`config.mk`:
```
export PLATFORM = sky130hd
export DESIGN_NAME = qp_mem_arbiter
export DESIGN_NICKNAME = d
export VERILOG_FILES = /design/src/rtl/qp_mem_arbiter.sv
export SDC_FILE = /design/constraint.sdc
export NUM_CORES = 1
export LEC_CHECK = 0
export ABC_AREA = 1
export CAP_MARGIN = 15
export CORE_AREA = 2 2 143 145
export CTS_CLUSTER_SIZE = 24
export DETAILED_ROUTE_END_ITERATION = 8
export DIE_AREA = 0 0 145 147
export GPL_TIMING_DRIVEN = 0
export PLACE_DENSITY_LB_ADDON = 0.25
export SYNTH_ARGS = -nofsm -noshare
export SYNTH_HDL_FRONTEND = slang
export SYNTH_SLANG_ARGS = --single-unit
```
`constraint.sdc`:
```
create_clock -name clk -period 1.4 [get_ports clk]
set_input_delay 0.28 -clock clk [delete_from_list [all_inputs] [get_ports clk]]
set_output_delay 0.28 -clock clk [all_outputs]
set_load 0.05 [all_outputs]
```
`src/rtl/qp_mem_arbiter.sv`:
```
// qp_mem_arbiter: shares the single-port query-patch SRAM between the kNN
// engine (e_) and the Wishbone debug path (w_). Engine has priority with a
// starvation guard for Wishbone; wb_mode=1 gives Wishbone exclusive access.
// Mode changes pass through DRAIN so in-flight accesses retire first.
module qp_mem_arbiter #(
  parameter int DATA_WIDTH   = 11,
  parameter int PATCH_SIZE   = 5,
  parameter int ADDR_WIDTH   = 9,
  parameter int STARVE_LIMIT = 4,
  localparam int PW          = PATCH_SIZE * DATA_WIDTH
) (
  input  logic                  clk,
  input  logic                  rst_n,
  input  logic                  wb_mode,
  input  logic                  e_req_valid,
  output logic                  e_req_ready,
  input  logic                  e_req_we,
  input  logic [ADDR_WIDTH-1:0] e_req_addr,
  input  logic [PW-1:0]         e_req_wpatch,
  output logic                  e_rsp_valid,
  output logic [PW-1:0]         e_rsp_rpatch,
  input  logic                  w_req_valid,
  output logic                  w_req_ready,
  input  logic                  w_req_we,
  input  logic [ADDR_WIDTH-1:0] w_req_addr,
  input  logic [PW-1:0]         w_req_wpatch,
  output logic                  w_rsp_valid,
  output logic [PW-1:0]         w_rsp_rpatch,
  output logic                  mem_csb0,
  output logic                  mem_web0,
  output logic [ADDR_WIDTH-1:0] mem_addr0,
  output logic [PW-1:0]         mem_wpatch0,
  input  logic [PW-1:0]         mem_rpatch0
);

  localparam int SW = $clog2(STARVE_LIMIT + 1);
  localparam logic [SW-1:0] STARVE_MAX = SW'(STARVE_LIMIT);

  typedef enum logic [1:0] {ST_ENG = 2'd0, ST_WBS = 2'd1, ST_DRAIN = 2'd2} state_t;

  typedef struct packed {
    logic                  we;
    logic [ADDR_WIDTH-1:0] addr;
    logic [PW-1:0]         wpatch;
  } req_t;

  state_t          state, state_nxt;
  logic [SW-1:0]   starve_cnt;
  logic            starved;
  logic            e_gnt, w_gnt, gnt;
  req_t            sel_req;
  // stage 1 = SRAM command cycle, stage 2 = response cycle
  logic [2:1]      vld_pipe;
  logic [2:1]      own_pipe;   // 1 = Wishbone owns the access
  logic [2:1]      we_pipe;
  logic [PW-1:0]   rd_data;

  assign starved = (starve_cnt == STARVE_MAX);

  // FSM state register
  always_ff @(posedge clk or negedge rst_n) begin
    if (!rst_n) state <= ST_ENG;
    else        state <= state_nxt;
  end

  // Next state: DRAIN leaves once the command stage is empty; with no grants
  // in DRAIN the response stage is then empty after this edge too.
  always_comb begin
    state_nxt = state;
    case (state)
      ST_ENG:   if (wb_mode)  state_nxt = ST_DRAIN;
      ST_WBS:   if (!wb_mode) state_nxt = ST_DRAIN;
      ST_DRAIN: if (!vld_pipe[1]) state_nxt = wb_mode ? ST_WBS : ST_ENG;
      default:  state_nxt = ST_ENG;
    endcase
  end

  // Ready per port; held low while in reset so nothing is granted
  always_comb begin
    e_req_ready = 1'b0;
    w_req_ready = 1'b0;
    if (rst_n) begin
      case (state)
        ST_ENG: begin
          e_req_ready = !(w_req_valid && starved);
          w_req_ready = !e_req_valid || starved;
        end
        ST_WBS:  w_req_ready = 1'b1;
        default: ;
      endcase
    end
  end

  assign e_gnt   = e_req_valid & e_req_ready;
  assign w_gnt   = w_req_valid & w_req_ready;
  assign gnt     = e_gnt | w_gnt;
  assign sel_req = w_gnt ? {w_req_we, w_req_addr, w_req_wpatch}
                         : {e_req_we, e_req_addr, e_req_wpatch};

  // Starvation counter: counts Wishbone wait cycles in engine mode only
  always_ff @(posedge clk or negedge rst_n) begin
    if (!rst_n)                          starve_cnt <= '0;
    else if (state != ST_ENG || w_gnt)   starve_cnt <= '0;
    else if (w_req_valid && !starved)    starve_cnt <= starve_cnt + SW'(1);
  end

  // Owner/valid/we tags travel alongside the access through both stages
  always_ff @(posedge clk or negedge rst_n) begin
    if (!rst_n) begin
      vld_pipe <= '0;
      own_pipe <= '0;
      we_pipe  <= '0;
    end else begin
      vld_pipe <= {vld_pipe[1], gnt};
      own_pipe <= {own_pipe[1], w_gnt};
      we_pipe  <= {we_pipe[1],  gnt & sel_req.we};
    end
  end

  // Registered SRAM command; address/data hold when idle
  always_ff @(posedge clk or negedge rst_n) begin
    if (!rst_n) begin
      mem_csb0    <= 1'b1;
      mem_web0    <= 1'b1;
      mem_addr0   <= '0;
      mem_wpatch0 <= '0;
    end else begin
      mem_csb0 <= ~gnt;
      mem_web0 <= ~(gnt & sel_req.we);
      if (gnt) begin
        mem_addr0   <= sel_req.addr;
        mem_wpatch0 <= sel_req.wpatch;
      end
    end
  end

  // SRAM read data arrives in the response cycle; writes return zero
  assign rd_data      = we_pipe[2] ? '0 : mem_rpatch0;
  assign e_rsp_valid  = vld_pipe[2] & ~own_pipe[2];
  assign w_rsp_valid  = vld_pipe[2] &  own_pipe[2];
  assign e_rsp_rpatch = e_rsp_valid ? rd_data : '0;
  assign w_rsp_rpatch = w_rsp_valid ? rd_data : '0;

endmodule

```
Word level (Yosys, flattened, before mapping) --
Cells that the tools add are included.
Storage, ports and cells: output and inout port bits 180, logic and storage cells 51, flip-flop bits (word level) 77
Operators by class: bitwise logic cells 9, equal/unequal tests 6, reductions and logical operators 11, add/sub/neg operators 1, multiplexer cells 15
Operators with widths (count):
- $mux 55 | 3
- $mux 65 | 1
- $mux 2 | 3
- $mux 3 | 2
- $ne 2x2->1 const B | 3
- $pmux 2 s3 | 1
- $and 1x1->1 | 5
- $mux 1 | 4
- $reduce_bool 2->1 | 2
- $add 3x1->3 const B | 1
- $eq 3x3->1 const B | 1
- $logic_not 1->1 | 3
- $not 1->1 | 3
- $reduce_and 3->1 | 1
- $eq 2x1->1 const B | 1
- $eq 2x2->1 const B | 1
- $logic_and 1x1->1 | 2
- $logic_not 2->1 | 1
- $logic_or 1x1->1 | 2
- $pmux 1 s2 | 1
- $or 1x1->1 | 1

Depth between registers and ports, before layout --
Gate-level depths: netlist of run 1.
word-level depth 9, depth in mapped cells 11, gate-level depth less buffers 9

Least setup slack after synthesis of run 1 --
Ideal clock, no wire load.
path type register to output, start point register own_pipe[2] (netlist name), end point output e_rsp_rpatch[10], stages on the path, launching flop included 5, arrival 2.561 ns, path slack -1.441 ns, cells stage by stage dfrtp_1 -> nor2_1 -> inv_2 -> clkbuf_1 -> nor3_1
Between the ends: word-level cells in the longest chain between the ends 3
RTL lines:
- from (decl) | RTL line 54 | logic [2:1] own_pipe;
- from (signal assigned) | RTL line 115 | own_pipe <= {own_pipe[1], w_gnt};
- $not 1->1 | RTL line 139 | assign e_rsp_valid = vld_pipe[2] & ~own_pipe[2];
- $and 1x1->1 | RTL line 139
- net e_rsp_valid | RTL line 20 | output logic e_rsp_valid,
- $mux 55 | RTL line 141 | assign e_rsp_rpatch = e_rsp_valid ? rd_data : '0;
- to (decl) | RTL line 21 | output logic [PW-1:0] e_rsp_rpatch,
The timed path passes the listed nets, and every way through them passes these cells.

Worst setup path in the final report of run 1 --
start point register own_pipe[2] (netlist name), end point output e_rsp_rpatch[24]
Between the ends: word-level cells in the longest chain between the ends 3
RTL lines (RTL line):
- $not 1->1 | 139
- $and 1x1->1 | 139
- $mux 55 | 141
Every way passes these cells.

==> qor.log, run 1 <==
[status] result of the run finished, violations left
[status] violated checks negative setup slack
[clocking] CTS clk-pin slew, worst paths 0.06 ns
[yosys] basic-gate share of the synthesized area counting and, or, nand and nor cells 41.0%
[clocking] clock tree from TritonCTS yes
[routing] drt first pass iters 4
[yosys] average footprint of a synthesized cell 6.43 um2
[timing] WHS 0.0133 ns
[setup_path] Worst Path Arrival 1.59 ns
[routing] routed wire length per instance 17.5 um
[yosys] net count of the mapped netlist 997
[clocking] cell at the root of the clock tree sky130_fd_sc_hd__clkbuf_16
[place] total cell area at the placement stage 10800 um2
[yosys] Mapped Cells 805
[run] max-capacitance violation count 0
[routing] post-route DRC violation count 0
[timing] total negative slack for setup checks -67.93 ns
[timing] final count of hold timing violations 0
[finish] area added between synthesis and finish 153%
[power_and_ir_drop] Pleak 6.20 nW
[routing] post-detailed-routing wire length 26600 um
[finish] fill count 1573
[finish] final std cell area, no fill 13100 um2
[floorplanning] row count 52
[place] Port Buffer Count 369
[global_routing] maximum number of pins on one net before global-route repair 30
[setup_path] kind of capture point of the worst setup path output pin
[min_path] type of the tightest min-delay check input pin to async pin
[finish] number of nets in the layout 1440
[routing] average vias per placed instance 4.72
[yosys] compound-gate portion of the synthesized area 0.822%
[floorplanning] die boundary height 147 um
[yosys] mux cell area share after synthesis 0%
[clocking] count of H-tree levels built during CTS 3
[yosys] flop and latch count out of synthesis 77
[finish] commonest non-fill, non-tap cell in the layout sky130_fd_sc_hd__clkdlybuf4s50_1
[routing] number of vias after detailed routing 7187
[finish] ant diodes 0
[yosys] synth unique cells 21
[timing] RSZ-0062 raised after global routing yes
[power_and_ir_drop] peak supply drop 1.06 mV
[yosys] warnings from Yosys 0
[clocking] Clock Sink Count 77
[yosys] XOR/XNOR Fraction of Synth Area 0%
[global_routing] remaining global-route overflow 0
[timing] number of setup violations in the final report 187
[finish] leading cell types in the layout, fill and taps excluded 188 x sky130_fd_sc_hd__clkdlybuf4s50_1, 187 x sky130_fd_sc_hd__inv_1, 132 x sky130_fd_sc_hd__buf_6
[clocking] cts bufs inserted 9
[floorplanning] initial core utilization 26.1%
[timing] max frequency 536 MHz
[yosys] post-synthesis instance area 5180 um2
[routing] final antenna-violating net count 0
[timing] worst path setup slack after routing -0.466 ns
[setup_path] type of element launching the critical path flip-flop
[finish] end-of-flow core utilization 65.9%
[power_and_ir_drop] total power per unit cell area 1630 nW/um2
[setup_path] Critical Path Fanout Max 13
[global_routing] global-route wire length before repair 40000 um
[power_and_ir_drop] overall power 21.3 mW
[place] number of placed instances with taps included 1445
[setup_path] worst reg2reg setup slack -0.40 ns
[clocking] clk buf depth 2
[timing] share of the clock period used by the worst path 133%
[place] Setup Slack @ Placement -1.60 ns
[global_routing] total track usage 23.6%
[yosys] dominant combinational cell family by area after synthesis simple AND/OR/NAND/NOR gates
[global_routing] via count of the first global-routing pass 7113
[timing] number of max-slew violations in the final report 0
[timing] worst-margin pin slew 0.325 ns
[place] HPWL Detailed 17900 um
[clocking] clock insertion delay at the later pin of the skew report 0.34 ns
[floorplanning] Die X 145 um
[timing] shortest period the worst path allows 1.87 ns
[floorplanning] boundary pin count 370
[global_routing] number of antenna violations at the first check in global routing 0
[yosys] adder and majority cell fraction of the synthesized area 0.483%
[finish] final non-filler cell total 1522
[routing] violation count after the first detailed-route iteration 322
[setup_path] type of the setup path with the least slack flip-flop to output pin
[yosys] portion of the post-synthesis area used by sequential elements 37.3%
[timing] Max-slew headroom 78.3%
[finish] fraction of layout instances using a drive strength above 1 47.8%
[floorplanning] core area 19800 um2
[floorplanning] area enclosed by the die boundary 21300 um2
[setup_path] worst path required time 1.12 ns
[place] routability congestion estimate from global placement 0.854
[timing] Clock Skew 0.00706 ns
cell usage after synthesis:
cell type | number | area share [%]
sky130_fd_sc_hd__nand2_1 | 208 | 15
sky130_fd_sc_hd__inv_1 | 193 | 14
sky130_fd_sc_hd__nor3_1 | 110 | 11
sky130_fd_sc_hd__dfrtp_1 | 75 | 36
sky130_fd_sc_hd__nand3_1 | 66 | 6.4
sky130_fd_sc_hd__nand4_1 | 66 | 8.0
sky130_fd_sc_hd__clkbuf_1 | 34 | 2.5
sky130_fd_sc_hd__buf_2 | 18 | 1.7
sky130_fd_sc_hd__buf_4 | 6 | 0.87
sky130_fd_sc_hd__buf_6 | 5 | 1.1
sky130_fd_sc_hd__nor2_1 | 5 | 0.36
sky130_fd_sc_hd__a21oi_1 | 4 | 0.39
sky130_fd_sc_hd__buf_1 | 2 | 0.15
sky130_fd_sc_hd__dfstp_2 | 2 | 1.0
sky130_fd_sc_hd__ha_1 | 2 | 0.48
sky130_fd_sc_hd__inv_2 | 2 | 0.15
sky130_fd_sc_hd__nand3_2 | 2 | 0.39
sky130_fd_sc_hd__o21ai_0 | 2 | 0.19
sky130_fd_sc_hd__nand3b_1 | 1 | 0.15
sky130_fd_sc_hd__o211ai_1 | 1 | 0.15
sky130_fd_sc_hd__o21ai_1 | 1 | 0.097
cell families after synthesis:
kind of cell	after synthesis
flops	77
compound gates	8
simple gates	458
buf+inv	260
fa+ha+maj	2
state kept, by name, summed over array words and instances (netlist names):
register / flops
own_pipe: 2
mem_wpatch0: 55
state: 2
mem_addr0: 9
starve_cnt: 3
mem_csb0: 1
mem_web0: 1
vld_pipe: 2
we_pipe: 2
power breakdown:
part | switching, mW | internal (mW)
combinational | 9.26 | 5.37
sequential | 0.882 | 3.24
clock | 0.927 | 1.60
layer usage:
layer	vias up	GRT usage, %	wire length (um)
met1	3422	28.7	10100
met3	48	5.47	1890
met2	307	41.7	14000
li1	3410	-	-
met5	-	0	0
met4	0	7.38	690
critical path, stage by stage (launching register included):
cell                        delay [ns]
sky130_fd_sc_hd__dfrtp_1          0.41
sky130_fd_sc_hd__nor2_4           0.19
sky130_fd_sc_hd__inv_8            0.10
sky130_fd_sc_hd__clkbuf_16        0.20
sky130_fd_sc_hd__nor3_4           0.17
sky130_fd_sc_hd__buf_6            0.18
area by class of cell:
type | count | area [um2] | area share, %
repair buffers | 435 | 4610 | 35.3
multi-input cells | 468 | 4170 | 31.9
flip-flops and latches | 77 | 1930 | 14.7
plain buffers | 62 | 958 | 7.33
inverters | 195 | 754 | 5.77
well taps | 270 | 338 | 2.58
clock buffers | 11 | 243 | 1.86
clock inverters | 4 | 72.6 | 0.555
final timing paths:
kind / start / endpoint / cells after the start
setup / recovery: own_pipe[2] / e_rsp_rpatch[24] / 5
hold / removal: rst_n / mem_wpatch0[27] / 2
setup reg to reg: starve_cnt[0] / mem_wpatch0[46] / 13
hold reg to reg: own_pipe[1] / own_pipe[2] / 0
max in group asynchronous: rst_n / mem_wpatch0[23] / 4
min in group clk: own_pipe[1] / own_pipe[2] / 0
what timing repair did:
item / in CTS / in global routing
hold buffers: 5 / 0
setup endpoints to repair: 252 / 240
endpoints found under the hold margin: 29 / 0
cloned: 20 / 11
pin swaps: 48 / 52
resized for setup: 1079 / 296
buffers inserted: 25 / 10
(Power assumes the default switching activity.)
==> run 2, diff against run 1 <==
==> constraint.sdc (replaced) <==
create_clock -name clk -period 2.2 [get_ports clk]
set_input_delay 0.44 -clock clk [delete_from_list [all_inputs] [get_ports clk]]
set_output_delay 0.44 -clock clk [all_outputs]
set_load 0.01 [all_outputs]
==> run 2 against run 1 <==
Flip-flop and latch count unchanged. Total power is 59% lower. The flow now finishes without violations. Critical path type unchanged. Hold slack gained 0.0098 ns. Design area shrank 26%.
==> qor.log, run 2 (same netlist as run 1, synthesis figures left out) <==
[timing] number of setup violations in the final report 0 [-100%]
[timing] WHS 0.0232 ns [+0.00985 ns]
[floorplanning] area enclosed by the die boundary 21300 um2 [unchanged]
[timing] final count of hold timing violations 0 [unchanged]
[power_and_ir_drop] total power per unit cell area 891 nW/um2 [-45%]
[routing] average vias per placed instance 4.40 [-6.9%]
[power_and_ir_drop] NetSw 3.33 mW [-70%]
[setup_path] type of the setup path with the least slack flip-flop to output pin
[setup_path] type of element launching the critical path flip-flop
[global_routing] via count of the first global-routing pass 6091 [-14%]
[power_and_ir_drop] share of power burned in the clock network 18.9% [+7.0 points]
[finish] Largest register FFs 55 [unchanged]
[routing] routed wire length per instance 15.6 um [-11%]
[power_and_ir_drop] overall power 8.64 mW [-59%]
[power_and_ir_drop] peak supply drop 0.425 mV [-60%]
[clocking] cts bufs inserted 9 [unchanged]
[power_and_ir_drop] Reg power frac 28.1% [+8.7 points]
[finish] fraction of layout instances using a drive strength above 1 8.95% [-39 points]
[setup_path] Worst Path Arrival 1.67 ns [+0.08 ns]
[setup_path] worst-path cell chain clkbuf_4 > clkbuf_4 > nor3_1 > clkdlybuf4s15_1
[timing] max frequency 474 MHz
[routing] post-detailed-routing wire length 22900 um [-14%]
[setup_path] worst reg2reg setup slack 0.30 ns [+0.70 ns]
[finish] biggest registers after layout mem_wpatch0 (55), mem_addr0 (9), starve_cnt (3)
[timing] worst-margin pin slew 0.521 ns [+0.196 ns]
[global_routing] maximum number of pins on one net before global-route repair 43 [+43%]
[power_and_ir_drop] internal power 5.31 mW [-48%]
[timing] shortest period the worst path allows 2.11 ns
[floorplanning] core area 19800 um2 [unchanged]
[global_routing] GR Util met3 4.81% [-0.65 points]
[clocking] cell at the root of the clock tree sky130_fd_sc_hd__clkbuf_16
[setup_path] worst path required time 1.76 ns [+0.64 ns]
[floorplanning] die boundary height 147 um [unchanged]
[global_routing] M1 GR Usage 24.4% [-4.3 points]
[min_path] type of the tightest min-delay check input pin to async pin
[place] Setup Slack @ Placement -1.06 ns [+0.542 ns]
[floorplanning] row count 52 [unchanged]
[clocking] clock tree from TritonCTS yes
[power_and_ir_drop] Pleak 5.47 nW [-12%]
[timing] number of max-slew violations in the final report 0 [unchanged]
[finish] number of nets in the layout 1382 [-4.0%]
[clocking] clock insertion delay at the later pin of the skew report 0.35 ns [about the same]
[place] routability congestion estimate from global placement 0.868 [+1.7%]
[setup_path] worst reg-to-reg path cell count 10 [-3]
[status] result of the run finished clean
[timing] share of the clock period used by the worst path 96.0%
[floorplanning] initial core utilization 26.1% [unchanged]
[finish] end-of-flow core utilization 48.8% [-17 points]
[power_and_ir_drop] switching part of the total 38.6% [-13 points]
[timing] Max-slew headroom 65.2% [-13 points]
[finish] commonest non-fill, non-tap cell in the layout sky130_fd_sc_hd__clkdlybuf4s50_1
[clocking] Clock Sink Count 77 [unchanged]
[timing] Clock Skew 0.00885 ns [+0.00179 ns]
[global_routing] met2 demand-to-capacity share in global routing 36.0% [-5.7 points]
[setup_path] Critical Path Fanout Max 10 [-3]
[power_and_ir_drop] proportion of power drawn by combinational gates 53.0% [-16 points]
[timing] worst path setup slack after routing 0.0884 ns [+0.554 ns]
[routing] violation count after the first detailed-route iteration 252 [-22%]
[run] max-capacitance violation count 0 [unchanged]
[global_routing] number of antenna violations at the first check in global routing 1 [+1]
[setup_path] beginning of the worst register-to-register path starve_cnt[0]
[clocking] clk buf depth 2 [unchanged]
[global_routing] remaining global-route overflow 0 [unchanged]
[timing] RSZ-0062 raised after global routing yes
[clocking] CTS clk-pin slew, worst paths 0.06 ns [about the same]
[finish] leading cell types in the layout, fill and taps excluded 255 x sky130_fd_sc_hd__clkdlybuf4s50_1, 207 x sky130_fd_sc_hd__nand2_1, 193 x sky130_fd_sc_hd__inv_1
[routing] drt first pass iters 5 [+1]
[routing] post-route DRC violation count 0 [unchanged]
[setup_path] CP max-delay cell sky130_fd_sc_hd__dfrtp_1
[place] HPWL Detailed 17900 um [+0.16%]
[routing] final antenna-violating net count 0 [unchanged]
[global_routing] global-route wire length before repair 34900 um [-13%]
[setup_path] Crit path top cell by count sky130_fd_sc_hd__clkbuf_4
[global_routing] total track usage 20.9% [-2.7 points]
[floorplanning] Die X 145 um [unchanged]
[timing] total negative slack for setup checks 0 ns [+67.93 ns]
[place] Port Buffer Count 369 [unchanged]
[setup_path] largest incremental delay on the critical path 0.37 ns [-0.04 ns]
[routing] number of vias after detailed routing 6446 [-10%]
[global_routing] layer with the highest usage met2
[finish] area added between synthesis and finish 87.3%
[clocking] count of H-tree levels built during CTS 3 [unchanged]
[setup_path] capturing point of the worst reg2reg path mem_wpatch0[42]
[setup_path] kind of capture point of the worst setup path output pin
[finish] register name with the most flops mem_wpatch0
[floorplanning] boundary pin count 370 [unchanged]
## run 2: critical path, delay by kind of cell (launching register included)
family,cells,cell delay (ns)
flops,1,0.37
buf+inv,3,0.70
simple gates,1,0.26
## run 2: routing by layer
layer / vias to the layer above / wire [um]
li1: 3274 / -
met1: 2865 / 9130
met2: 263 / 11200
met3: 44 / 1600
met4: 0 / 969
met5: - / 0
## run 2: cell type report
class,instances,area (um2)
Sequential cell,77,1930
Clock inverter,6,86.3
Multi-Input combinational cell,468,2280
Buffer,65,424
Timing Repair Buffer,374,3660
Inverter,195,732
Fill cell,2036,10200
Antenna cell,1,2.50
Clock buffer,10,239
Tap cell,270,338
## run 2: worst max path at each step
stage / from / end / slack, ns / depth (start not counted)
CTS: mem_rpatch0[53] / w_rsp_rpatch[53] / 0.0008 / 4
detailed placement: rst_n / w_req_ready / -1.06 / 8
global placement: rst_n / w_req_ready / -3.71 / 7
floorplan: own_pipe[2] / e_rsp_rpatch[10] / 0.56 / 4
global route: starve_cnt[0] / w_req_ready / -0.008 / 8
finish: we_pipe[2] / w_rsp_rpatch[42] / 0.09 / 4
## run 2: power groups by stage
stage / Combinational (mW) / Clock, mW / Sequential (mW)
CTS: 4.58 / 1.68 / 2.43
global placement: 4.55 / 0 / 2.43
floorplan: 1.74 / 0 / 2.68
global route: 4.98 / 1.74 / 2.52
detailed placement: 4.59 / 0 / 2.42
finish: 4.58 / 1.64 / 2.43
## run 2: repair_timing
action | in CTS | in global routing
cloned | 1 | 0
buffers inserted | 0 | 2
hold endpoints to repair | 42 | 0
hold buffers | 1 | 0
gates resized for setup | 173 | 45
endpoints found under the setup margin | 180 | 31
## run 2: through the flow
| stage | cells | instance area [um2] |
|---|---|---|
| after floorplan | 805 | 5180 |
| after global placement | 1444 | 9210 |
| after detailed placement | 1445 | 9230 |
| after CTS | 1463 | 9670 |
| after global routing | 1466 | 9690 |
| final | 1466 | 9690 |
==> run 3, diff against run 2 <==
Settings changed: CORE_AREA 2 2 143 145 to not set, CORE_ASPECT_RATIO set to 0.9, CORE_MARGIN set to 8, CORE_UTILIZATION set to 30, DIE_AREA 0 0 145 147 to not set.
==> run 3 against run 2 <==
Routed wire length rose by 6.1%. Combinational power hardly changed. Final cell count is 4.2% lower. Utilization up 7.4 points. Worst setup slack worse by 0.025 ns. Flip-flop and latch count did not move. Design area is 2.0% lower. Critical path depth did not move. First-iteration DRC count grew 60%. Fmax is 1.1% lower. Global-route usage is 0.94 points higher. Largest power group unchanged. Sequential power barely moved.
==> qor.log, run 3 (same netlist as run 1, synthesis figures left out) <==
[power_and_ir_drop] overall power 8.52 mW [-1.5%]
[clocking] clk buf depth 2 [unchanged]
[routing] number of vias after detailed routing 6601 [+2.4%]
[global_routing] number of antenna violations at the first check in global routing 1 [unchanged]
[global_routing] remaining global-route overflow 0 [unchanged]
[clocking] cell at the root of the clock tree sky130_fd_sc_hd__clkbuf_16
[timing] worst path setup slack after routing 0.0638 ns [-0.0246 ns]
[clocking] clock insertion delay at the later pin of the skew report 0.34 ns [about the same]
[setup_path] beginning of the worst register-to-register path starve_cnt[0]
[run] max-capacitance violation count 0 [unchanged]
[timing] share of the clock period used by the worst path 97.1% [+1.1 points]
[finish] ant diodes 0 [-1]
[floorplanning] row count 45 [-13%]
[setup_path] capturing point of the worst reg2reg path starve_cnt[2]
[routing] DR WL met2 12000 um [+7.1%]
[clocking] Clock Sink Count 77 [unchanged]
[timing] worst-margin pin slew 0.505 ns [-0.0163 ns]
[floorplanning] area enclosed by the die boundary 21700 um2 [+1.9%]
[routing] average vias per placed instance 4.70 [+6.9%]
[place] number of placed instances with taps included 1386 [-4.1%]
[routing] final antenna-violating net count 0 [unchanged]
[routing] wire length on met3 2050 um [+28%]
[place] HPWL Detailed 19700 um [+10%]
[global_routing] total track usage 21.8% [+0.94 points]
[timing] Max-slew headroom 66.3% [+1.1 points]
[global_routing] maximum number of pins on one net before global-route repair 47 [+9.3%]
[routing] drt first pass iters 5 [unchanged]
[routing] post-route DRC violation count 0 [unchanged]
[setup_path] largest incremental delay on the critical path 0.37 ns [about the same]
[routing] topmost layer with routed signal wires met5
[routing] violation count after the first detailed-route iteration 402 [+60%]
[finish] biggest registers after layout mem_wpatch0 (55), mem_addr0 (9), starve_cnt (3)
[setup_path] worst reg-to-reg path cell count 9 [-1]
[timing] final count of hold timing violations 0 [unchanged]
[clocking] CTS clk-pin slew, worst paths 0.06 ns [about the same]
[routing] post-detailed-routing wire length 24300 um [+6.1%]
[global_routing] global-route wire length before repair 37200 um [+6.5%]
[finish] leading cell types in the layout, fill and taps excluded 256 x sky130_fd_sc_hd__clkdlybuf4s50_1, 207 x sky130_fd_sc_hd__nand2_1, 193 x sky130_fd_sc_hd__inv_1
[finish] Largest register FFs 55 [unchanged]
[timing] WHS 0.0701 ns [+0.0469 ns]
[clocking] cts bufs inserted 9 [unchanged]
[setup_path] worst setup path endpoint w_rsp_rpatch[6]
[timing] total negative slack for setup checks 0 ns [unchanged]
[timing] Clock Skew 0.00850 ns [-0.000353 ns]
[clocking] clock tree from TritonCTS yes
[finish] final non-filler cell total 1404 [-4.2%]
[place] routability congestion estimate from global placement 0.928 [+6.9%]
[floorplanning] Die X 154 um [+6.5%]
[setup_path] Crit path top cell by count sky130_fd_sc_hd__clkbuf_4
[finish] register name with the most flops mem_wpatch0
[finish] area added between synthesis and finish 83.5%
[setup_path] Critical Path Fanout Max 10 [unchanged]
[power_and_ir_drop] total power per unit cell area 897 nW/um2 [+0.57%]
[setup_path] worst-path cell chain clkbuf_4 > clkbuf_4 > nor3_1 > dlygate4sd2_1
[setup_path] critical path launch point we_pipe[2]
[place] Port Buffer Count 369 [unchanged]
[finish] final std cell area, no fill 9500 um2 [-2.0%]
[place] total cell area at the placement stage 9160 um2 [-0.72%]
[timing] number of max-slew violations in the final report 0 [unchanged]
[finish] combined flip-flop and latch cell area 1930 um2 [unchanged]
[floorplanning] boundary pin count 370 [unchanged]
[global_routing] via count of the first global-routing pass 6263 [+2.8%]
[setup_path] worst path required time 1.76 ns [about the same]
[timing] max frequency 468 MHz [-1.1%]
[timing] number of setup violations in the final report 0 [unchanged]
[floorplanning] die boundary height 141 um [-4.3%]
[power_and_ir_drop] peak supply drop 0.469 mV [+10%]
[setup_path] type of element launching the critical path flip-flop
[routing] post-route met1 wirelength 9550 um [+4.6%]
[finish] fraction of layout instances using a drive strength above 1 8.21% [-0.74 points]
[finish] end-of-flow core utilization 56.2% [+7.4 points]
[clocking] count of H-tree levels built during CTS 3 [unchanged]
[min_path] type of the tightest min-delay check input pin to async pin
[timing] RSZ-0062 raised after global routing no
[floorplanning] initial core utilization 30.6% [+4.6 points]
[setup_path] cell type group with the largest total delay on the critical path buffers and inverters
[setup_path] worst reg2reg setup slack 0.29 ns [about the same]
[finish] fill count 1643 [-19%]
[status] result of the run finished clean
[finish] commonest non-fill, non-tap cell in the layout sky130_fd_sc_hd__clkdlybuf4s50_1
[floorplanning] core area 16900 um2 [-15%]
[setup_path] type of the setup path with the least slack flip-flop to output pin
[setup_path] CP bufs+invs 3 [unchanged]
[routing] routed wire length per instance 17.3 um [+11%]
[setup_path] kind of capture point of the worst setup path output pin
[setup_path] Worst Path Arrival 1.70 ns [+0.03 ns]
[setup_path] path length in cells of the critical path 4 [unchanged]
[finish] number of nets in the layout 1380 [-0.14%]
[setup_path] CP max-delay cell sky130_fd_sc_hd__dfrtp_1
[place] Setup Slack @ Placement -0.678 ns [+0.379 ns]
[power_and_ir_drop] Pleak 5.37 nW [-1.9%]
[timing] shortest period the worst path allows 2.14 ns [+0.0246 ns]
[finish] area used by multi-input combinational logic 2250 um2 [-1.5%]
[run 3: cell count changes in the layout (fill, tap and decap cells not counted), moves of 4 or more]
cell and change:
sky130_fd_sc_hd__clkdlybuf4s15_1 +6, sky130_fd_sc_hd__dlygate4sd1_1 +5, sky130_fd_sc_hd__dlygate4sd2_1 -7, sky130_fd_sc_hd__nor3_1 +4
[run 3: routing by layer]
layer / track usage [%] / vias to the layer above
li1: - / 3272
met1: 25.2 / 3019
met2: 37.8 / 265
met3: 7.42 / 43
met4: 6.23 / 2
met5: 0 / -
[run 3: power breakdown]
group          switching [mW]  internal (mW)
logic                    2.35           2.21
clock network           0.631          0.916
registers               0.353           2.06
total                    3.34           5.18
[run 3: what timing repair did]
| item | 4_1_cts | 5_1_grt |
|---|---|---|
| hold buffers | 1 | 0 |
| buffers inserted | 0 | 1 |
| endpoints found under the setup margin | 113 | 31 |
| resized for setup | 164 | 55 |
| endpoints found under the hold margin | 29 | 0 |
| pin swaps | 0 | 0 |
[run 3: worst min path at each step]
stage | cells after the start | endpoint | from | slack, ns
after global placement | 0 | we_pipe[2] | we_pipe[1] | 0.33
final | 2 | mem_wpatch0[32] | rst_n | 0.07
after global routing | 1 | mem_csb0 | rst_n | 0.06
after floorplan | 0 | mem_addr0[0] | rst_n | 0.14
after CTS | 1 | mem_csb0 | rst_n | 0.06
after detailed placement | 0 | own_pipe[2] | own_pipe[1] | 0.34
[run 3: final cells by class]
class | count | area share [%]
tap | 211 | 2.78
timing repair buffer | 372 | 37.9
buffer | 65 | 4.41
clock inverter | 6 | 0.711
multi-input combinational | 468 | 23.6
clock buffer | 10 | 2.52
inverter | 195 | 7.71
sequential | 77 | 20.3
